<file path="src/rtl/color_subcarrier_gen.sv">
// rtl/color_subcarrier_gen.sv - phase-accumulator 4x colour-subcarrier generator with glitch-free standard switching
// Optional: define COLORCLK_DITHER_EN to dither the phase increment with a 16-bit LFSR.
module color_subcarrier_gen #(
    parameter int unsigned CLK_HZ     = 100000000,
    parameter int          ACC_W      = 32,
    parameter int unsigned F_PAL4X    = 17734475,
    parameter int unsigned F_NTSC4X   = 14318182,
    parameter int unsigned F_PALN4X   = 14328225,
    parameter int          LOCK_WRAPS = 8
) (
    input  logic       clk,
    input  logic       rst,
    input  logic       enable,
    input  logic       mode,
    input  logic       altern,
    output logic       clkcolor4x,
    output logic       clkcolor4x_en,
    output logic       locked,
    output logic [1:0] active_std
);

    // Rounded (F * 2^ACC_W + CLK_HZ/2) / CLK_HZ, done as long division so nothing overflows 64 bits.
    function automatic logic [63:0] calc_inc(input logic [63:0] f_hz);
        logic [63:0] q;
        logic [63:0] r;
        logic [63:0] c;
        c = 64'(CLK_HZ);
        q = f_hz / c;
        r = f_hz % c;
        for (int i = 0; i < ACC_W; i++) begin
            q = q << 1;
            r = r << 1;
            if (r >= c) begin
                r = r - c;
                q = q + 64'd1;
            end
        end
        if (r + (c >> 1) >= c) begin
            q = q + 64'd1;
        end
        return q;
    endfunction

    localparam logic [ACC_W-1:0] INC_PAL  = ACC_W'(calc_inc(64'(F_PAL4X)));
    localparam logic [ACC_W-1:0] INC_NTSC = ACC_W'(calc_inc(64'(F_NTSC4X)));
    localparam logic [ACC_W-1:0] INC_PALN = ACC_W'(calc_inc(64'(F_PALN4X)));
    localparam logic [7:0]       LOCK_CNT = 8'(LOCK_WRAPS);

    localparam logic [1:0] STD_PAL     = 2'b00;
    localparam logic [1:0] STD_NTSC    = 2'b01;
    localparam logic [1:0] STD_PALN    = 2'b10;
    localparam logic [1:0] STD_NTSC443 = 2'b11;

    typedef enum logic [1:0] {
        ST_IDLE,
        ST_SETTLE,
        ST_LOCKED,
        ST_PENDING
    } state_t;

    state_t           state_q, state_d;
    logic [ACC_W-1:0] acc_q, acc_d;
    logic [1:0]       active_std_q, active_std_d;
    logic [7:0]       wrap_cnt_q, wrap_cnt_d;
    logic             clkcolor4x_q, clkcolor4x_d;
    logic             clkcolor4x_en_q, clkcolor4x_en_d;
    logic             locked_q, locked_d;
    logic             mode_meta_q, mode_meta_d, mode_sync_q, mode_sync_d;
    logic             altern_meta_q, altern_meta_d, altern_sync_q, altern_sync_d;

    logic [1:0]       req_std;
    logic [ACC_W-1:0] inc_sel;
    logic [ACC_W-1:0] inc_eff;
    logic [ACC_W:0]   acc_sum;
    logic             carry;
    logic             running;

    assign running = enable && (state_q != ST_IDLE);

    always_comb begin
        mode_meta_d   = mode;
        mode_sync_d   = mode_meta_q;
        altern_meta_d = altern;
        altern_sync_d = altern_meta_q;
        case ({mode_sync_q, altern_sync_q})
            2'b00:   req_std = STD_PAL;
            2'b01:   req_std = STD_PALN;
            2'b10:   req_std = STD_NTSC;
            default: req_std = STD_NTSC443;
        endcase
        // NTSC-4.43 reuses the PAL subcarrier frequency.
        case (active_std_q)
            STD_NTSC: inc_sel = INC_NTSC;
            STD_PALN: inc_sel = INC_PALN;
            default:  inc_sel = INC_PAL;
        endcase
    end

`ifdef COLORCLK_DITHER_EN
    logic [15:0] lfsr_q, lfsr_d;

    always_comb begin
        lfsr_d = lfsr_q;
        if (running) begin
            lfsr_d = {lfsr_q[14:0], lfsr_q[15] ^ lfsr_q[13] ^ lfsr_q[12] ^ lfsr_q[10]};
        end
    end

    always_ff @(posedge clk) begin
        if (rst) begin
            lfsr_q <= 16'hACE1;
        end else begin
            lfsr_q <= lfsr_d;
        end
    end

    assign inc_eff = inc_sel + ACC_W'(lfsr_q[0]);
`else
    assign inc_eff = inc_sel;
`endif

    assign acc_sum = {1'b0, acc_q} + {1'b0, inc_eff};
    assign carry   = acc_sum[ACC_W];

    // Standard changes are only ever applied on a carry, so no output phase is cut short.
    always_comb begin
        state_d      = state_q;
        acc_d        = acc_q;
        active_std_d = active_std_q;
        wrap_cnt_d   = wrap_cnt_q;
        if (!enable) begin
            state_d = ST_IDLE;
            acc_d   = '0;
        end else begin
            case (state_q)
                ST_IDLE: begin
                    acc_d        = '0;
                    active_std_d = req_std;
                    wrap_cnt_d   = '0;
                    state_d      = ST_SETTLE;
                end
                ST_SETTLE: begin
                    acc_d = acc_sum[ACC_W-1:0];
                    if (carry) begin
                        if (req_std != active_std_q) begin
                            active_std_d = req_std;
                            wrap_cnt_d   = '0;
                        end else begin
                            wrap_cnt_d = wrap_cnt_q + 8'd1;
                            if (wrap_cnt_q + 8'd1 == LOCK_CNT) begin
                                state_d = ST_LOCKED;
                            end
                        end
                    end
                end
                ST_LOCKED: begin
                    acc_d = acc_sum[ACC_W-1:0];
                    if (req_std != active_std_q) begin
                        state_d = ST_PENDING;
                    end
                end
                ST_PENDING: begin
                    acc_d = acc_sum[ACC_W-1:0];
                    if (req_std == active_std_q) begin
                        state_d = ST_LOCKED;
                    end else if (carry) begin
                        active_std_d = req_std;
                        wrap_cnt_d   = '0;
                        state_d      = ST_SETTLE;
                    end
                end
                default: begin
                    state_d = ST_IDLE;
                    acc_d   = '0;
                end
            endcase
        end
        locked_d        = (state_d == ST_LOCKED) || (state_d == ST_PENDING);
        clkcolor4x_d    = running ? acc_q[ACC_W-1] : 1'b1;
        clkcolor4x_en_d = running && !clkcolor4x_q && acc_q[ACC_W-1];
    end

    always_ff @(posedge clk) begin
        if (rst) begin
            state_q         <= ST_IDLE;
            acc_q           <= '0;
            active_std_q    <= STD_PAL;
            wrap_cnt_q      <= '0;
            clkcolor4x_q    <= 1'b1;
            clkcolor4x_en_q <= 1'b0;
            locked_q        <= 1'b0;
            mode_meta_q     <= 1'b0;
            mode_sync_q     <= 1'b0;
            altern_meta_q   <= 1'b0;
            altern_sync_q   <= 1'b0;
        end else begin
            state_q         <= state_d;
            acc_q           <= acc_d;
            active_std_q    <= active_std_d;
            wrap_cnt_q      <= wrap_cnt_d;
            clkcolor4x_q    <= clkcolor4x_d;
            clkcolor4x_en_q <= clkcolor4x_en_d;
            locked_q        <= locked_d;
            mode_meta_q     <= mode_meta_d;
            mode_sync_q     <= mode_sync_d;
            altern_meta_q   <= altern_meta_d;
            altern_sync_q   <= altern_sync_d;
        end
    end

    assign clkcolor4x    = clkcolor4x_q;
    assign clkcolor4x_en = clkcolor4x_en_q;
    assign locked        = locked_q;
    assign active_std    = active_std_q;

endmodule
</file>
<file path="config.mk">
export PLATFORM = sky130hd
export DESIGN_NAME = color_subcarrier_gen
export DESIGN_NICKNAME = d
export VERILOG_FILES = /design/src/rtl/color_subcarrier_gen.sv
export SDC_FILE = /design/constraint.sdc
export NUM_CORES = 1
export LEC_CHECK = 0
export BUFFER_PORTS_ARGS = -buffer_cell sky130_fd_sc_hd__buf_4
export CORE_MARGIN = 2
export CORE_UTILIZATION = 42
export CTS_CLUSTER_DIAMETER = 50
export DETAILED_ROUTE_END_ITERATION = 10
export PLACE_DENSITY = 0.55
export SETUP_SLACK_MARGIN = 0.02
export SLEW_MARGIN = 20
export SYNTH_ARGS = -nofsm -noshare
export SYNTH_HDL_FRONTEND = slang
export SYNTH_SLANG_ARGS = --single-unit
</file>
<file path="constraint.sdc">
create_clock -name clk -period 4.4 [get_ports clk]
set_input_delay 0.88 -clock clk [delete_from_list [all_inputs] [get_ports clk]]
set_output_delay 0.88 -clock clk [all_outputs]
set_load 0.01 [all_outputs]
</file>
==> results of run 1 <==
registers in the layout, summed over array words and instances (netlist names):
signal         cells
locked             1
clkcolor4x         1
mode_meta_q        1
acc_q             32
clkcolor4x_en      1
altern_sync_q      1
mode_sync_q        1
active_std         2
wrap_cnt_q         8
altern_meta_q      1
state_q            2
critical path, cell delays in order (launching register included):
cell	delay [ps]
dfxtp_1	450
inv_1	70
ha_1	550
ha_1	320
inv_1	70
fa_1	200
inv_1	50
maj3_1	370
o31a_1	300
a41o_1	300
a21oi_1	370
nor2b_1	130
o311ai_0	410
xnor2_1	160
nor2_1	50
Yosys cell counts, types with 3 or more instances:
cell type and n:
nor2_1 58, dfxtp_1 51, nand2_1 24, o21ai_0 24, a21oi_1 23, xnor2_1 23
inv_1 16, clkbuf_1 15, ha_1 15, nand3_1 13, nor2b_1 12, xor2_1 12
o21a_1 7, a31oi_1 6, nor3_1 6, maj3_1 5, mux2i_1 5, a211oi_1 4
a21o_1 4, nand2b_1 4, o21ai_1 4, and2_1 3, nand3b_1 3, or2_2 3
or3_1 3
routing by layer:
metal | track usage [%] | part of all wire (%) | vias up
li1 | - | - | 1363
met1 | 24.3 | 51 | 1262
met2 | 27.9 | 46 | 27
met3 | 2.92 | 2.2 | 6
met4 | 4.87 | 0.87 | 0
met5 | 0 | 0 | -
layout make-up:
type                            instances  area (µm²)  area share, %
Sequential cell                        51        1020           30.0
Inverter                               17        63.8           1.87
Multi-Input combinational cell        304        1990           58.5
Clock inverter                          3        43.8           1.29
Clock buffer                            5        68.8           2.02
Timing Repair Buffer                   12        90.1           2.65
Tap cell                               99         124           3.64
placed cells by master (no fill, tap or decap), drive strengths merged, types with 8 or more instances in the layout:
master / instances
buf: 12
o21a: 8
nand3: 14
xnor2: 23
a21oi: 23
nand2: 26
nor2b: 12
inv: 17
nor2: 59
ha: 15
xor2: 12
o21ai: 29
dfxtp: 51
per-stage QoR:
step | hold slack, ps | power (mW) | util [%] | cells | setup WS, ps
finish | 437 | 0.904 | 46.9 | 491 | 482
global route | 460 | 0.949 | 46.9 | 491 | 193
CTS | 442 | 0.920 | 46.9 | 491 | 454
detailed placement | 413 | 0.582 | 45.4 | 483 | 472
global placement | 415 | 0.582 | 45.4 | 483 | 494
floorplan | 414 | 0.561 | - | 392 | 1050
power breakdown:
part	internal, mW	switching (mW)
clock	0.170	0.163
combinational	0.0399	0.0514
sequential	0.469	0.0107
total	0.679	0.225
final timing paths:
check	startpoint	end	slack, ps	cells past startpoint
setup reg to reg	active_std[0]	acc_q[26]	480	14
setup / recovery	active_std[0]	acc_q[26]	480	14
hold reg to reg	clkcolor4x	clkcolor4x_en	440	1
hold / removal	clkcolor4x	clkcolor4x_en	440	1
cell families (layout without fill, tap and decap cells):
| kind of cell | Yosys count | in the layout |
|---|---|---|
| and+or+nand+nor | 145 | 145 |
| xor gates and xnor gates | 35 | 35 |
| buffers and inverters | 37 | 37 |
| adders and majority gates | 21 | 21 |
| AOI/OAI and AO/OA | 98 | 98 |
| muxes | 5 | 5 |
| DFF | 51 | 51 |
==> key figures, run 1 <==
Clocking
  • CTS tree: yes
  • Clk root buf: clkbuf_8
  • Post-CTS Setup Bufs: 0
  • Longest Clk Path Bufs: 2
  • # hold bufs at CTS: 0
  • Clock Latency Late Sink: 300 ps
  • PostCTS Resize Cnt: 0
  • Num CTS Buffers: 5
  • Clk pin slew, worst setup/hold paths: 100 ps
  • Number of clock sinks: 51
  • Htree depth: 2

Synth
  • Yosys warns: 0
  • Post-synthesis mux area share: 1.58%
  • Synth Area in Compound Gates: 20.6%
  • Top post-synthesis cells by area: dfxtp_1 (32%), nor2_1 (6.9%), xnor2_1 (6.4%)
  • Adder-Cell Fraction of Synth Area: 8.16%
  • Synth Cell Area: 3160 µm²
  • Syn nets: 413
  • Synth top area share: 32.3%
  • Post-synthesis instance total: 392
  • Synth cell types: 62
  • Yosys top cell by area: dfxtp_1
  • Yosys reg bits: 51
  • Synth async-reset ratio: 0%
  • Largest family of logic cells by synthesized area: simple AND/OR/NAND/NOR gates
  • Sequential area share after synthesis: 32.3%
  • EDFF count, synth: 0
  • Top FF cell, synth: dfxtp_1
  • Post-synthesis xor/xnor area fraction: 9.70%
  • Synth Area in Simple Gates: 22.9%
  • Avg Cell Area, Syn: 8.06 µm²

Timing
  • Post-layout min period: 3920 ps
  • Clock skew: 10.8 ps
  • Worst Tran Pin Value: 606 ps
  • Final Hold Vio Count: 0
  • Setup violations, final: 0
  • Setup_tns: 0 ps
  • Slew Limit Fails: 0
  • Final period utilization: 89.1%
  • RSZ-0062 raised after global routing: false
  • Headroom to the max-slew limit: 59.6%
  • Fmax achieved: 0.255 GHz

Layout
  • Design area: 3400 µm²
  • Filler Cell Count: 766
  • Share of layout cells above drive strength 1: 9.69%
  • Layout area overhead: 7.76%
  • Final #Nets: 412
  • Antenna diodes: 0

Pwr
  • VDD IR max: 130 µV
  • PD cells: 265 nW/µm²
  • Static Leak: 1.28 nW

Route
  • Routed Antenna Nets: 0
  • DRC: 0
  • Via count: 2658
  • Routed WL: 6740 µm
  • Wire per inst: 13.7 µm
  • Drt via density: 5.41
  • DR pass1 iterations: 4
  • Detailed Route Iter0 Violations: 123

Global routing
  • First-pass GRT wire length: 12000 µm
  • Number of global-route vias before repair: 2563
  • Largest net degree at the start of global routing: 33
  • GRT Total Usage: 17.5%
  • Initial antenna violation count: 0
  • GRT overflow: 0

Floorplanning
  • Die Wd: 90.7 µm
  • Die footprint: 8230 µm²
  • Core Rows: 31
  • Io pins: 10
  • Initial core utilization: 43.6%
  • CORE AREA: 7250 µm²
  • Die Y-Extent: 90.7 µm

Place
  • Post-DP Area: 3290 µm²
  • GP Congestion: 0.790
  • Post-DP HPWL: 4860 µm
  • I/O Buffers: 9

Worst setup path
  • Crit. End Element: flip-flop
  • Startpoint Class: flip-flop
  • Worst EP arrival: 4100 ps
  • Crit path max fanout: 17
  • CP Data Required Time: 4590 ps
  • CP Class: reg -> reg

Run status
  • Status: completed

Worst hold path
  • Hold WC Path Type: reg -> reg

Flow run
  • Max-cap violations: 0
Power figures use the tool's default switching activity.
==> run 2: changes to the inputs <==
==> constraint.sdc (replaced) <==
create_clock -name clk -period 4.3 [get_ports clk]
set_input_delay 0.86 -clock clk [delete_from_list [all_inputs] [get_ports clk]]
set_output_delay 0.86 -clock clk [all_outputs]
set_load 0.01 [all_outputs]
==> key figures, run 2 (synthesis results as in run 1) <==
Place
  • GP Congestion: 0.885
  • Post-DP Area: 3290 µm²
  • Post-DP HPWL: 4700 µm
  • Pre-CTS WS: 602 ps
  • Placed insts: 483
  • I/O Buffers: 9

Clocking
  • Num CTS Buffers: 5
  • # hold bufs at CTS: 0
  • CTS tree: yes
  • PostCTS Resize Cnt: 0
  • Post-CTS Setup Bufs: 0
  • Clk pin slew, worst setup/hold paths: 100 ps
  • Htree depth: 2
  • Clk root buf: clkbuf_8
  • Number of clock sinks: 51
  • Clock Latency Late Sink: 310 ps
  • Longest Clk Path Bufs: 2

Timing
  • Slew Limit Fails: 0
  • Final Hold Vio Count: 0
  • RSZ-0062 raised after global routing: false
  • Setup violations, final: 0
  • Clock skew: 8.33 ps
  • Headroom to the max-slew limit: 65.6%
  • Setup_tns: 0 ps
  • Final worst setup slack: 587 ps
  • Final period utilization: 86.3%
  • Post-layout min period: 3710 ps
  • Fmax achieved: 0.269 GHz
  • Worst Tran Pin Value: 502 ps

Worst setup path
  • CP Data Required Time: 4520 ps
  • Crit path max fanout: 29
  • Reg-to-reg slack, setup: 590 ps
  • Critical R2R Launch: active_std[0]
  • Worst R2R Path Depth: 12
  • Crit. End Element: flip-flop
  • R2r endpoint: locked
  • CP Class: reg -> reg
  • Startpoint Class: flip-flop
  • Worst EP arrival: 3930 ps

Layout
  • Top reg by flops: acc_q
  • Flip-flop count of the largest register after layout: 32
  • Most frequent cells in the layout: nor2_1 (58), dfxtp_1 (51), o21ai_0 (24), nand2_1 (24)
  • Share of layout cells above drive strength 1: 9.46%
  • Commonest non-fill, non-tap cell in the layout: nor2_1
  • Layout area overhead: 7.56%
  • Design area: 3400 µm²
  • Final non-filler cell total: 490
  • Final #Nets: 412
  • Antenna diodes: 0
  • Regs by FF count: acc_q x32, wrap_cnt_q x8

Floorplanning
  • Die Wd: 90.7 µm
  • Die Y-Extent: 90.7 µm
  • Die footprint: 8230 µm²
  • CORE AREA: 7250 µm²
  • Core Rows: 31
  • Io pins: 10
  • Initial core utilization: 43.6%

Flow run
  • Max-cap violations: 0

Global routing
  • First-pass GRT wire length: 11500 µm
  • GRT Total Usage: 16.9%
  • GRT overflow: 0
  • Initial antenna violation count: 0
  • Largest net degree at the start of global routing: 36
  • Number of global-route vias before repair: 2474

Run status
  • Status: completed

Pwr
  • Clock network power share: 36.3%
  • Final Total Pwr: 0.918 mW
  • Combinational share of power: 10.2%
  • Sequential Power Share: 53.5%
  • Switching share of total power: 24.7%
  • Int Power: 0.691 mW
  • Static Leak: 1.27 nW
  • PD cells: 270 nW/µm²
  • Net switching power: 0.227 mW
  • VDD IR max: 145 µV

Worst hold path
  • Hold path start: clkcolor4x
  • Hold WC Path Type: reg -> reg
  • Hold path depth: 1
  • Worst hold path endpoint: clkcolor4x_en

Route
  • Wire per inst: 13.6 µm
  • DR pass1 iterations: 4
  • Detailed Route Iter0 Violations: 151
  • Via count: 2643
  • Routed WL: 6650 µm
  • Drt via density: 5.39
  • Routed Antenna Nets: 0
  • DRC: 0
[run 2: cell types whose count changed in the layout (fill, tap and decap cells not counted)]
cell / before / now
clkinvlp_4: 0 / 1
clkinv_2: 1 / 0
clkinv_4: 1 / 0
[run 2: worst max-delay path by stage]
stage	start	endpoint	slack [ps]	depth (start not counted)
after floorplan	active_std[0]	acc_q[26]	950	14
after global placement	active_std[0]	locked	640	12
after detailed placement	active_std[0]	locked	600	12
after CTS	active_std[0]	locked	580	12
after global routing	active_std[0]	wrap_cnt_q[7]	240	14
final	active_std[0]	locked	590	12
[run 2: cell type report]
| cell class | count | area [µm²] |
|---|---|---|
| fillers | 737 | 3850 |
| multi-input cells | 304 | 1990 |
| flip-flops and latches | 51 | 1020 |
| well taps | 99 | 124 |
| repair buffers | 12 | 90.1 |
| clock buffers | 5 | 68.8 |
| inverters | 17 | 63.8 |
| clock inverters | 2 | 37.5 |
[run 2: per-stage QoR]
| step | util [%] | hold slack (ps) |
|---|---|---|
| finish | 46.9 | 434 |
| CTS | 46.9 | 435 |
| global route | 46.9 | 461 |
| global placement | 45.4 | 416 |
| detailed placement | 45.4 | 417 |
| floorplan | - | 414 |
[run 2: metal layers]
layer  routed length (µm)  GRT usage, %
met1                 3440          22.9
met5                    0             0
met2                 2990          27.2
met3                  139          2.92
met4                   84          5.64
[run 2: power by group through the flow]
stage / clock network (mW) / logic (mW) / registers [mW]
after global placement: 0 / 0.0938 / 0.502
after detailed placement: 0 / 0.0933 / 0.502
after floorplan: 0 / 0.0791 / 0.495
final: 0.334 / 0.0937 / 0.491
after CTS: 0.346 / 0.0941 / 0.491
after global routing: 0.363 / 0.106 / 0.492
[run 2: critical path: stages, from the launching register on]
cell      delay (ps)
dfxtp_1          440
inv_1             70
ha_1             440
buf_4            310
or2_4            310
mux2i_1          150
nand3b_1         120
or4b_1           510
or4b_4           520
o21a_4           240
nor2_8           120
a31oi_1          140
a311oi_1         250
==> run 3: changes to the inputs <==
--- a/config.mk
+++ b/config.mk
@@ -6,11 +6,13 @@
 export NUM_CORES = 1
 export LEC_CHECK = 0
 export BUFFER_PORTS_ARGS = -buffer_cell sky130_fd_sc_hd__buf_4
+export CELL_PAD_IN_SITES_DETAIL_PLACEMENT = 1
+export CELL_PAD_IN_SITES_GLOBAL_PLACEMENT = 1
 export CORE_MARGIN = 2
 export CORE_UTILIZATION = 42
 export CTS_CLUSTER_DIAMETER = 50
 export DETAILED_ROUTE_END_ITERATION = 10
-export PLACE_DENSITY = 0.55
+export PLACE_DENSITY = 0.69
 export SETUP_SLACK_MARGIN = 0.02
 export SLEW_MARGIN = 20
 export SYNTH_ARGS = -nofsm -noshare
==> key figures, run 3 (synthesis results as in run 1) <==
Run status
  • Status: completed

Layout
  • Layout area overhead: 7.80%
  • Filler Cell Count: 894
  • Most frequent cells in the layout: nor2_1 (58), dfxtp_1 (51), o21ai_0 (24), nand2_1 (24)
  • Commonest non-fill, non-tap cell in the layout: nor2_1
  • Final #Nets: 413
  • Flip-flop count of the largest register after layout: 32
  • Final non-filler cell total: 491
  • Area of the multi-input gates: 1990 µm²
  • Share of layout cells above drive strength 1: 9.69%
  • Top reg by flops: acc_q
  • Regs by FF count: acc_q x32, wrap_cnt_q x8
  • Antenna diodes: 0
  • FF/Latch Area: 1020 µm²

Route
  • WL met1: 3890 µm
  • DR pass1 iterations: 4
  • Met3 routed WL: 168 µm
  • Metal2 WL: 3410 µm
  • DRC: 0
  • Drt via density: 5.52
  • Wire per inst: 15.3 µm
  • Via count: 2710
  • Detailed Route Iter0 Violations: 87
  • Top routing layer used: met4
  • Routed WL: 7530 µm
  • Routed Antenna Nets: 0

Timing
  • Slew Limit Fails: 0
  • Final worst setup slack: 427 ps
  • Clock skew: 6.57 ps
  • Post-layout min period: 3870 ps
  • Final period utilization: 90.1%
  • RSZ-0062 raised after global routing: false
  • Final Hold Vio Count: 0
  • Setup_tns: 0 ps
  • Setup violations, final: 0
  • Fmax achieved: 0.258 GHz
  • Headroom to the max-slew limit: 62.6%
  • Worst Tran Pin Value: 547 ps

Clocking
  • CTS tree: yes
  • Clk root buf: clkbuf_8
  • PostCTS Resize Cnt: 0
  • Htree depth: 2
  • Number of clock sinks: 51
  • Clock Latency Late Sink: 300 ps
  • Post-CTS Setup Bufs: 0
  • # hold bufs at CTS: 0
  • Clk pin slew, worst setup/hold paths: 100 ps
  • Longest Clk Path Bufs: 2
  • Num CTS Buffers: 5

Worst setup path
  • Startpoint Class: flip-flop
  • Reg-to-reg slack, setup: 430 ps
  • CP Class: reg -> reg
  • Critical R2R Launch: active_std[0]
  • CP Data Required Time: 4490 ps
  • R2r endpoint: acc_q[27]
  • Critical path launch point: active_std[0]
  • Crit path max fanout: 13
  • Crit. End Element: flip-flop
  • Worst Setup EP: acc_q[27]
  • Worst EP arrival: 4070 ps
  • Worst R2R Path Depth: 12

Floorplanning
  • Die Y-Extent: 90.7 µm
  • Initial core utilization: 43.6%
  • Core Rows: 31
  • Die Wd: 90.7 µm
  • CORE AREA: 7250 µm²
  • Io pins: 10
  • Die footprint: 8230 µm²

Global routing
  • Largest net degree at the start of global routing: 34
  • Initial antenna violation count: 0
  • GRT overflow: 0
  • Number of global-route vias before repair: 2756
  • GRT Total Usage: 19.4%
  • First-pass GRT wire length: 13400 µm

Pwr
  • Int Power: 0.693 mW
  • Net switching power: 0.237 mW
  • VDD IR max: 181 µV
  • Combinational share of power: 10.4%
  • Sequential Power Share: 52.9%
  • Static Leak: 1.27 nW
  • Clock network power share: 36.7%
  • Switching share of total power: 25.5%
  • PD cells: 273 nW/µm²

Place
  • Placed insts: 484
  • Post-DP HPWL: 5550 µm
  • I/O Buffers: 9
  • Pre-CTS WS: 366 ps
  • GP Congestion: 0.825

Flow run
  • Max-cap violations: 0

Worst hold path
  • Hold WC Path Type: reg -> reg
==> run 3: cell count changes in the layout (fill, tap and decap cells not counted), sizes merged <==
| cell | before | now |
|---|---|---|
| buf | 12 | 13 |
==> run 3: final cells by class <==
type / count / area share, %
sequential: 51 / 30.0
inverter: 17 / 1.87
clock buffer: 5 / 2.02
clock inverter: 2 / 1.10
tap: 99 / 3.64
timing repair buffer: 13 / 2.87
multi-input combinational: 304 / 58.5
==> run 3: critical path, cell delays in order, from the launching register on <==
cell and delay [ps]:
dfxtp_1 450, inv_1 70, ha_1 620, ha_1 380, o21ai_0 280, a211oi_1 110, a2111oi_0 550, or4b_2 260
a31oi_2 170, o41a_1 480, a21oi_1 200, xnor2_1 150, nor2_1 50
==> run 3: metrics by stage <==
step	utilization [%]	area (µm²)	power [mW]	hold slack, ps
5_1_grt	47.0	3410	0.967	460
3_3_place_gp	45.5	3300	0.597	418
3_5_place_dp	45.5	3300	0.599	420
6_report	47.0	3410	0.929	440
2_1_floorplan	-	3160	0.574	414
4_1_cts	47.0	3410	0.944	436
==> run 3: how the worst min path moves through the flow <==
stage	start	cells past startpoint	to	slack (ps)
global placement	altern_meta_q	1	altern_sync_q	420
global route	clkcolor4x	1	clkcolor4x_en	460
floorplan	altern_meta_q	1	altern_sync_q	410
detailed placement	clkcolor4x	1	clkcolor4x_en	420
finish	clkcolor4x	1	clkcolor4x_en	440
CTS	clkcolor4x	1	clkcolor4x_en	440
==> run 3: power groups by stage <==
| stage | Combinational, mW | Sequential, mW | Clock (mW) |
|---|---|---|---|
| 2_1_floorplan | 0.0791 | 0.495 | 0 |
| 3_3_place_gp | 0.0944 | 0.502 | 0 |
| 3_5_place_dp | 0.0972 | 0.502 | 0 |
| 4_1_cts | 0.0978 | 0.492 | 0.355 |
| 5_1_grt | 0.109 | 0.493 | 0.364 |
| 6_report | 0.0971 | 0.492 | 0.341 |
==> run 3: routing by layer <==
metal	vias to the layer above	global-route usage, %
li1	1360	-
met1	1317	27.6
met5	-	0
met2	29	31.3
met4	0	3.85
met3	4	2.92
